==> src/rtl/tlu_readout_arbiter.sv <==
// Round-robin arbiter that shares one 16-bit FIFO read port between N_SRC
// FIFO-style sources. A grant is held for a whole burst, so a TLU record from
// source 0 (SRC0_WORDS words) is never interleaved with data from other sources.
//
// Ports:
//   BUS_CLK    clock
//   RST        synchronous active-high reset
//   EN         per-source arbitration enable
//   SRC_EMPTY  per-source empty flag
//   SRC_DATA   per-source current word, source i at [16i+15:16i]
//   SRC_READ   per-source pop strobe (combinational from grant and OUT_READ)
//   OUT_READ   downstream pop
//   OUT_EMPTY  downstream empty (combinational)
//   OUT_DATA   current word of the granted source (combinational)
//   OUT_SRC    index of the granted source
//   BUSY       high while a grant is active
//   WORD_CNT   total words delivered, saturating at 16'hffff
module tlu_readout_arbiter #(
  parameter int unsigned N_SRC       = 4,
  parameter int unsigned SRC0_WORDS  = 8,
  parameter int unsigned OTHER_WORDS = 2,
  parameter int unsigned SW          = 3
) (
  input  logic                BUS_CLK,
  input  logic                RST,
  input  logic [N_SRC-1:0]    EN,
  input  logic [N_SRC-1:0]    SRC_EMPTY,
  input  logic [16*N_SRC-1:0] SRC_DATA,
  output logic [N_SRC-1:0]    SRC_READ,
  input  logic                OUT_READ,
  output logic                OUT_EMPTY,
  output logic [15:0]         OUT_DATA,
  output logic [SW-1:0]       OUT_SRC,
  output logic                BUSY,
  output logic [15:0]         WORD_CNT
);

  localparam int unsigned CW = 16;

  typedef enum logic {IDLE, GRANT} state_t;

  state_t          state_q, state_d;
  logic [SW-1:0]   grant_q, grant_d;
  logic [SW-1:0]   last_q, last_d;
  logic [CW-1:0]   burst_q, burst_d;
  logic [CW-1:0]   total_q, total_d;

  logic [N_SRC-1:0] req;
  logic [SW-1:0]    pick;
  logic             found;
  logic             sel_empty;
  logic [15:0]      sel_data;
  logic [CW-1:0]    burst_len;
  logic             pop;

  // Round-robin search starting one past the last granted source.
  always_comb begin
    req   = EN & ~SRC_EMPTY;
    pick  = '0;
    found = 1'b0;
    for (int unsigned k = 1; k <= N_SRC; k++) begin
      int unsigned idx;
      idx = (32'(last_q) + k) % N_SRC;
      if (!found && req[idx]) begin
        found = 1'b1;
        pick  = SW'(idx);
      end
    end
  end

  // Granted-source datapath and burst length.
  always_comb begin
    sel_empty = SRC_EMPTY[grant_q];
    sel_data  = SRC_DATA[{grant_q, 4'b0000} +: 16];
    burst_len = (grant_q == '0) ? CW'(SRC0_WORDS) : CW'(OTHER_WORDS);
  end

  // Next-state and port logic.
  always_comb begin
    state_d   = state_q;
    grant_d   = grant_q;
    last_d    = last_q;
    burst_d   = burst_q;
    total_d   = total_q;
    OUT_EMPTY = 1'b1;
    OUT_DATA  = 16'h0000;
    SRC_READ  = '0;
    pop       = 1'b0;
    case (state_q)
      IDLE: begin
        if (found) begin
          grant_d = pick;
          last_d  = pick;
          burst_d = '0;
          state_d = GRANT;
        end
      end
      GRANT: begin
        OUT_EMPTY         = sel_empty;
        OUT_DATA          = sel_data;
        pop               = OUT_READ & ~sel_empty;
        SRC_READ[grant_q] = pop;
        if (pop) begin
          burst_d = burst_q + CW'(1);
          if (total_q != 16'hffff) total_d = total_q + CW'(1);
          // The pop that completes the burst hands the port back.
          if (burst_q + CW'(1) == burst_len) state_d = IDLE;
        end
      end
      default: state_d = IDLE;
    endcase
  end

  // State register.
  always_ff @(posedge BUS_CLK) begin
    if (RST) begin
      state_q <= IDLE;
      grant_q <= '0;
      last_q  <= SW'(N_SRC - 1);
      burst_q <= '0;
      total_q <= '0;
    end else begin
      state_q <= state_d;
      grant_q <= grant_d;
      last_q  <= last_d;
      burst_q <= burst_d;
      total_q <= total_d;
    end
  end

  assign BUSY     = (state_q == GRANT);
  assign OUT_SRC  = grant_q;
  assign WORD_CNT = total_q;

endmodule

==> config.mk <==
export PLATFORM = sky130hd
export DESIGN_NAME = tlu_readout_arbiter
export DESIGN_NICKNAME = d
export VERILOG_FILES = /design/src/rtl/tlu_readout_arbiter.sv
export SDC_FILE = /design/constraint.sdc
export NUM_CORES = 1
export LEC_CHECK = 0
export CELL_PAD_IN_SITES_DETAIL_PLACEMENT = 0
export CELL_PAD_IN_SITES_GLOBAL_PLACEMENT = 2
export CORE_UTILIZATION = 23
export CTS_CLUSTER_SIZE = 40
export DETAILED_ROUTE_END_ITERATION = 10
export PLACE_DENSITY = 0.86
export SLEW_MARGIN = 20
export SYNTH_ARGS = -nofsm -noshare
export SYNTH_HDL_FRONTEND = slang
export SYNTH_SLANG_ARGS = --single-unit
==> constraint.sdc <==
create_clock -name BUS_CLK -period 2.9 [get_ports BUS_CLK]
set_input_delay 0.725 -clock BUS_CLK [delete_from_list [all_inputs] [get_ports BUS_CLK]]
set_output_delay 0.725 -clock BUS_CLK [all_outputs]
set_load 0.05 [all_outputs]
**Word level (Yosys, flattened, before mapping)**

Index checks and enable logic that the tools add are counted.

- Flip-flop bits (word level): 38
- Bits in latches: 0
- Bits in writable memories: 0
- Bits in read-only memories: 0
- Input port bits: 75
- Output and inout port bits: 41
- Logic and storage cells: 70
- Memories kept: 0

- Add/sub/neg operators: 6
- $mul: 0
- Divide/modulo/power cells: 0
- Magnitude comparators: 6
- Equal/unequal tests: 4
- Shift operators: 1
- Mux-type cells: 31
- Bitwise logic cells: 6
- Reductions and logical operators: 11

Operators with widths:

| kind | count |
|---|---|
| 64-bit by 8-bit indexed part select with 16-bit output | 1 |
| 16-bit two-way mux | 3 |
| 16-bit by 1-bit adder with 16-bit output (second input constant) | 2 |
| 16-bit one-hot mux with 2 select lines | 1 |
| 16-bit by 4-bit equality test with 1-bit output | 1 |
| 16-bit inequality test (second input constant) | 1 |
| 1-bit two-way mux | 14 |
| 2-bit by 3-bit less-than comparator with 1-bit output (second input constant) | 4 |
| 1-bit binary-select mux with 2-bit select | 5 |
| 4-bit AND | 2 |
| 4-bit two-way mux | 2 |
| 3-bit two-way mux | 2 |
| 2-bit by 1-bit adder with 2-bit output (second input constant) | 2 |
| 2-bit adder (second input constant) | 2 |
| 1-bit logical AND | 4 |
| 2-bit two-way mux | 2 |
| 4-bit inverter | 1 |
| 2-bit AND reduction | 2 |
| 3-bit by 1-bit greater-or-equal comparator with 1-bit output (second input constant) | 1 |
| 1-bit zero test | 3 |
| 3-bit zero test | 1 |
| 3-bit less-than comparator (second input constant) | 1 |
| 3-bit AND reduction | 1 |
| 1-bit demux with 2-bit select | 1 |
| other kinds (5) | 6 |

**Logic depth before layout (Yosys ltp)**

- Word-level depth: 16
- Depth in mapped cells: 8
- Gate-level depth less buffers: 7

**Worst setup path before layout**

OpenSTA, ideal clock, no wires.

- Kind: register to output
- Start point: reg grant_q[0], in the netlist OUT_SRC[0]
- End point: out SRC_READ[2]
- Arrival: 3.119 ns
- Data required time: 2.175 ns
- Setup slack: -0.944 ns
- Cell stages (with the launch flop): 7
- Buffers on the path: 3
- Cell sequence: dfxtp_1 -> buf_6 -> mux4_2 -> or2_1 -> buf_2 -> clkbuf_1 -> nor3b_1

- Cells in the longest elaborated chain, start to end: 6
- Elaborated cells on any way between the ends: 11
- Classes of those cells: 2 x order compare; 5 x mux; 3 x bitwise; 1 x reduce/logical

RTL lines:

| element | line | text |
|---|---|---|
| from (decl) | 43 | `logic [SW-1:0] grant_q, grant_d;` |
| from (signal assigned) | 124 | `grant_q <= grant_d;` |
| 3-bit by 1-bit greater-or-equal comparator with 1-bit output (not written as such), or another cell as far along | 102 | `SRC_READ[grant_q] = pop;` |
| 1-bit logical AND (not written as such) or 1-bit two-way mux (tied branches) | 102, 73 |  |
| 1-bit two-way mux (not written as such) or 1-bit inverter (tied branches) | 102, 101 |  |
| 1-bit demux with 2-bit select or 1-bit AND (tied branches) | 102, 101 |  |
| 4-bit AND (no source line) * | - |  |
| 4-bit two-way mux * | 89 | `case (state_q)` |
| to (decl) | 29 | `output logic [N_SRC-1:0] SRC_READ,` |

Mark *: on every way between the ends. The rest lies on a longest branch, timed or not. The select of a mux whose other input is x is not followed.

**Final worst setup path**

- Start point: in SRC_EMPTY[0]
- End point: out SRC_READ[2]

- Cells in the longest elaborated chain, start to end: 6

RTL lines:

| element | line | text |
|---|---|---|
| from (decl) | 27 | `input logic [N_SRC-1:0] SRC_EMPTY,` |
| 1-bit binary-select mux with 2-bit select | 73 | `sel_empty = SRC_EMPTY[grant_q];` |
| 1-bit two-way mux (not written as such) | 73 |  |
| 1-bit inverter | 101 | `pop = OUT_READ & ~sel_empty;` |
| 1-bit AND | 101 |  |
| 4-bit AND (no source line) | - |  |
| 4-bit two-way mux | 89 |  |

Every way passes these cells. The select of a mux whose other input is x is not followed.

==> impl_metrics.xml <==
<?xml version="1.0" encoding="UTF-8"?>
<metrics>
  <group name="cells_and_area">
    <metric name="most-common-layout-cells" unit="">sky130_fd_sc_hd__clkdlybuf4s50_1 (88), sky130_fd_sc_hd__nor2_1 (38), sky130_fd_sc_hd__buf_4 (37)</metric>
    <metric name="layout_stage_area_growth_over_the_synthesis_result" unit="%">61.1</metric>
    <metric name="antenna-diode-count" unit="">0</metric>
    <metric name="mostFrequentLayoutCell" unit="">sky130_fd_sc_hd__clkdlybuf4s50_1</metric>
    <metric name="drive_above_1_share" unit="%">17.9</metric>
    <metric name="fin_area" unit="sq um">4110</metric>
    <metric name="layout.nets" unit="">500</metric>
    <metric name="final_core_area_utilization" unit="%">37.9</metric>
  </group>
  <group name="synth">
    <metric name="dominant_cell_type_by_area_after_synthesis" unit="">sky130_fd_sc_hd__dfxtp_1</metric>
    <metric name="post_synth_inst_count" unit="">300</metric>
    <metric name="asyncSetResetFlopFracSynth" unit="%">0</metric>
    <metric name="avgSynthCellArea" unit="sq um">8.50</metric>
    <metric name="yosysWarningCount" unit="">0</metric>
    <metric name="post_synth_instance_area" unit="sq um">2550</metric>
    <metric name="synth.top_cell.area_share" unit="%">29.1</metric>
    <metric name="yosys_register_bits" unit="">37</metric>
    <metric name="dominantRegCellSynth" unit="">sky130_fd_sc_hd__dfxtp_1</metric>
    <metric name="synth.distinct_cells" unit="">48</metric>
    <metric name="synth.yosys.seq_area_share" unit="%">29.1</metric>
    <metric name="synth_enable_flop_cells" unit="">0</metric>
    <metric name="ys_top_cells_by_area" unit="">sky130_fd_sc_hd__dfxtp_1 (29%), sky130_fd_sc_hd__mux4_2 (15%), sky130_fd_sc_hd__nor2_1 (5.7%)</metric>
    <metric name="net_count_after_synthesis" unit="">377</metric>
  </group>
  <group name="critical_path">
    <metric name="maximum_net_fanout_on_the_critical_path" unit="">3</metric>
    <metric name="worstSetupPathType" unit="">in2out</metric>
    <metric name="worstPathArrival" unit="ps">2150</metric>
    <metric name="timing.critical_path.from_type" unit="">primary input</metric>
    <metric name="critical_path.endpoint_type" unit="">output pin</metric>
    <metric name="cp.required" unit="ps">2170</metric>
  </group>
  <group name="detailed_routing">
    <metric name="routed-wl-met3" unit="um">718</metric>
    <metric name="totalWireLength" unit="mm">8.39</metric>
    <metric name="drt_pass1_iterations" unit="">4</metric>
    <metric name="met2_wirelength" unit="mm">4.08</metric>
    <metric name="dr.max_layer_used" unit="">met4</metric>
    <metric name="wirelength_met1" unit="mm">3.37</metric>
    <metric name="route.detailed.vias_per_inst" unit="">4.88</metric>
    <metric name="routed_wire_length_per_instance" unit="um">14.9</metric>
    <metric name="remaining_drc_errors" unit="">0</metric>
    <metric name="final_antenna_net_count" unit="">0</metric>
    <metric name="num_vias" unit="">2755</metric>
    <metric name="drt-initial-drc-count" unit="">154</metric>
  </group>
  <group name="floorplan">
    <metric name="die_height" unit="um">107</metric>
    <metric name="die_x" unit="um">107</metric>
    <metric name="fp.coreArea" unit="sq um">10800</metric>
    <metric name="initial_core_util" unit="%">23.5</metric>
    <metric name="dieArea" unit="sq um">11500</metric>
    <metric name="fp-row-count" unit="">38</metric>
    <metric name="num_ports" unit="">116</metric>
  </group>
  <group name="cts">
    <metric name="cts_buffer_depth" unit="">2</metric>
    <metric name="h_tree_level_count" unit="">2</metric>
    <metric name="post_cts_hold_buffer_count" unit="">0</metric>
    <metric name="clock_tree.root_cell" unit="">sky130_fd_sc_hd__clkbuf_8</metric>
    <metric name="post_cts_resize_count" unit="">11</metric>
    <metric name="worstSkewPairLatency" unit="ps">300</metric>
    <metric name="clock_sink_count" unit="">37</metric>
    <metric name="post-cts-setup-buffer-count" unit="">0</metric>
    <metric name="tritoncts.num_buffers" unit="">5</metric>
    <metric name="tritoncts" unit="">yes</metric>
    <metric name="cts.clk_slew.worst_paths" unit="ps">80</metric>
  </group>
  <group name="sta">
    <metric name="achievable-frequency" unit="GHz">0.348</metric>
    <metric name="max-slew-margin-rel" unit="%">66.1</metric>
    <metric name="worst-slew-pin-transition" unit="ps">501</metric>
    <metric name="setup_viol" unit="">0</metric>
    <metric name="finalCriticalPeriod" unit="ps">2870</metric>
    <metric name="clk_skew" unit="ps">5.81</metric>
    <metric name="unrepaired_setup_endpoints_after_global_routing" unit="">no</metric>
    <metric name="final.period_utilization" unit="%">99.0</metric>
    <metric name="final-hold-violation-count" unit="">0</metric>
    <metric name="number_of_pins_exceeding_their_max_slew_limit_in_the_final_report" unit="">0</metric>
  </group>
  <group name="placed_design">
    <metric name="post_dp_cell_area" unit="sq um">3960</metric>
    <metric name="gp_congestion" unit="">0.826</metric>
    <metric name="hpwl" unit="mm">6.52</metric>
    <metric name="io_buffers" unit="">114</metric>
  </group>
  <group name="global_routing">
    <metric name="grt_first_pass_wirelength" unit="mm">13.0</metric>
    <metric name="vias_in_the_first_global_route" unit="">2633</metric>
    <metric name="grt_usage" unit="%">14.3</metric>
    <metric name="grt_start_max_net_pins" unit="">31</metric>
    <metric name="grt_antenna_before_repair" unit="">0</metric>
    <metric name="grt-ovfl-total" unit="">0</metric>
  </group>
  <group name="worst_hold_path">
    <metric name="min_path_type" unit="">reg2reg</metric>
  </group>
  <group name="run">
    <metric name="drv.max_cap_violation_count" unit="">0</metric>
  </group>
  <group name="run_status">
    <metric name="run_status" unit="">complete, no violations</metric>
  </group>
  <group name="pwr">
    <metric name="leakage" unit="nW">1.48</metric>
    <metric name="totalPowerFinal" unit="mW">1.60</metric>
    <metric name="total_switching_power" unit="mW">0.480</metric>
    <metric name="sequentialPowerShare" unit="%">33.1</metric>
    <metric name="max-vdd-ir-drop" unit="mV">0.195</metric>
    <metric name="power_per_cell_area" unit="nW/um^2">389</metric>
    <metric name="net_switching_share_of_the_total_power" unit="%">30.0</metric>
    <metric name="power.share.clock" unit="%">34.8</metric>
    <metric name="p_int" unit="mW">1.12</metric>
    <metric name="combPwrFrac" unit="%">32.1</metric>
  </group>
</metrics>
-- flip-flops by register name (all words and copies together), names as in the netlist --
signal / count
WORD_CNT: 16
OUT_SRC: 2
BUSY: 1
last_q: 2
burst_q: 16
-- worst max-delay path, stage by stage --
cell and delay [ps]:
sky130_fd_sc_hd__clkdlybuf4s15_1 190, sky130_fd_sc_hd__mux4_2 510, sky130_fd_sc_hd__or2_4 310, sky130_fd_sc_hd__nor3b_4 240, sky130_fd_sc_hd__buf_12 160
-- path summary, 6_finish.rpt --
kind | from | to | slack (ps) | cells past startpoint
setup reg to reg | OUT_SRC[0] | WORD_CNT[12] | 620 | 7
hold / removal | burst_q[15] | burst_q[15] | 530 | 2
setup / recovery | SRC_EMPTY[0] | SRC_READ[2] | 30 | 5
hold reg to reg | burst_q[15] | burst_q[15] | 530 | 2
-- routing by layer --
metal	vias up	global-route usage [%]
li1	1350	-
met1	1285	15.8
met2	107	25.8
met3	13	3.75
met4	0	5.58
met5	-	0
-- cell families after synthesis --
family / count (synthesis) / share of synthesized area (%)
simple gates: 147 / 30.2
compound gates: 54 / 13.7
flops: 37 / 29.1
buf+inv: 21 / 3.58
xor+xnor: 19 / 6.53
mux: 19 / 15.8
fa+ha+maj: 2 / 0.982
other cells: 1 / 0.147
-- through the flow --
stage / setup TNS (ps) / cells / hold slack, ps / setup slack, ps
2_1_floorplan: -55.4 / 300 / 483 / -55.4
3_3_place_gp: -1480 / 556 / 505 / -217
3_5_place_dp: -1920 / 556 / 520 / -245
4_1_cts: 0 / 564 / 533 / 17.4
5_1_grt: 0 / 564 / 550 / 6.81
6_report: 0 / 564 / 532 / 28.2
-- synth_stat cells (all sizes together), types with 4 or more instances --
library cell / n
nor2b: 5
and2: 17
dfxtp: 37
nor3: 11
nor2: 40
xnor2: 10
nand2: 24
nand3: 15
and3: 5
nand4: 4
a31oi: 4
xor2: 9
buf: 4
nand2b: 4
clkbuf: 14
mux4: 17
a21oi: 12
nor4: 6
o21ai: 16
and4: 8
-- final cells by class --
class | instances | area, sq um
clock buffers | 5 | 68.8
well taps | 140 | 175
fillers | 1107 | 6740
clock inverters | 3 | 68.8
flip-flops and latches | 37 | 742
inverters | 3 | 11.3
multi-input cells | 242 | 1750
repair buffers | 134 | 1290
-- power groups by stage --
| stage | Sequential, mW | Clock (mW) | Combinational (mW) |
|---|---|---|---|
| after global routing | 0.532 | 0.602 | 0.543 |
| after floorplan | 0.559 | 0 | 0.279 |
| final | 0.529 | 0.556 | 0.512 |
| after global placement | 0.542 | 0 | 0.511 |
| after detailed placement | 0.542 | 0 | 0.512 |
| after CTS | 0.530 | 0.571 | 0.517 |
Power figures use the tool's default switching activity.
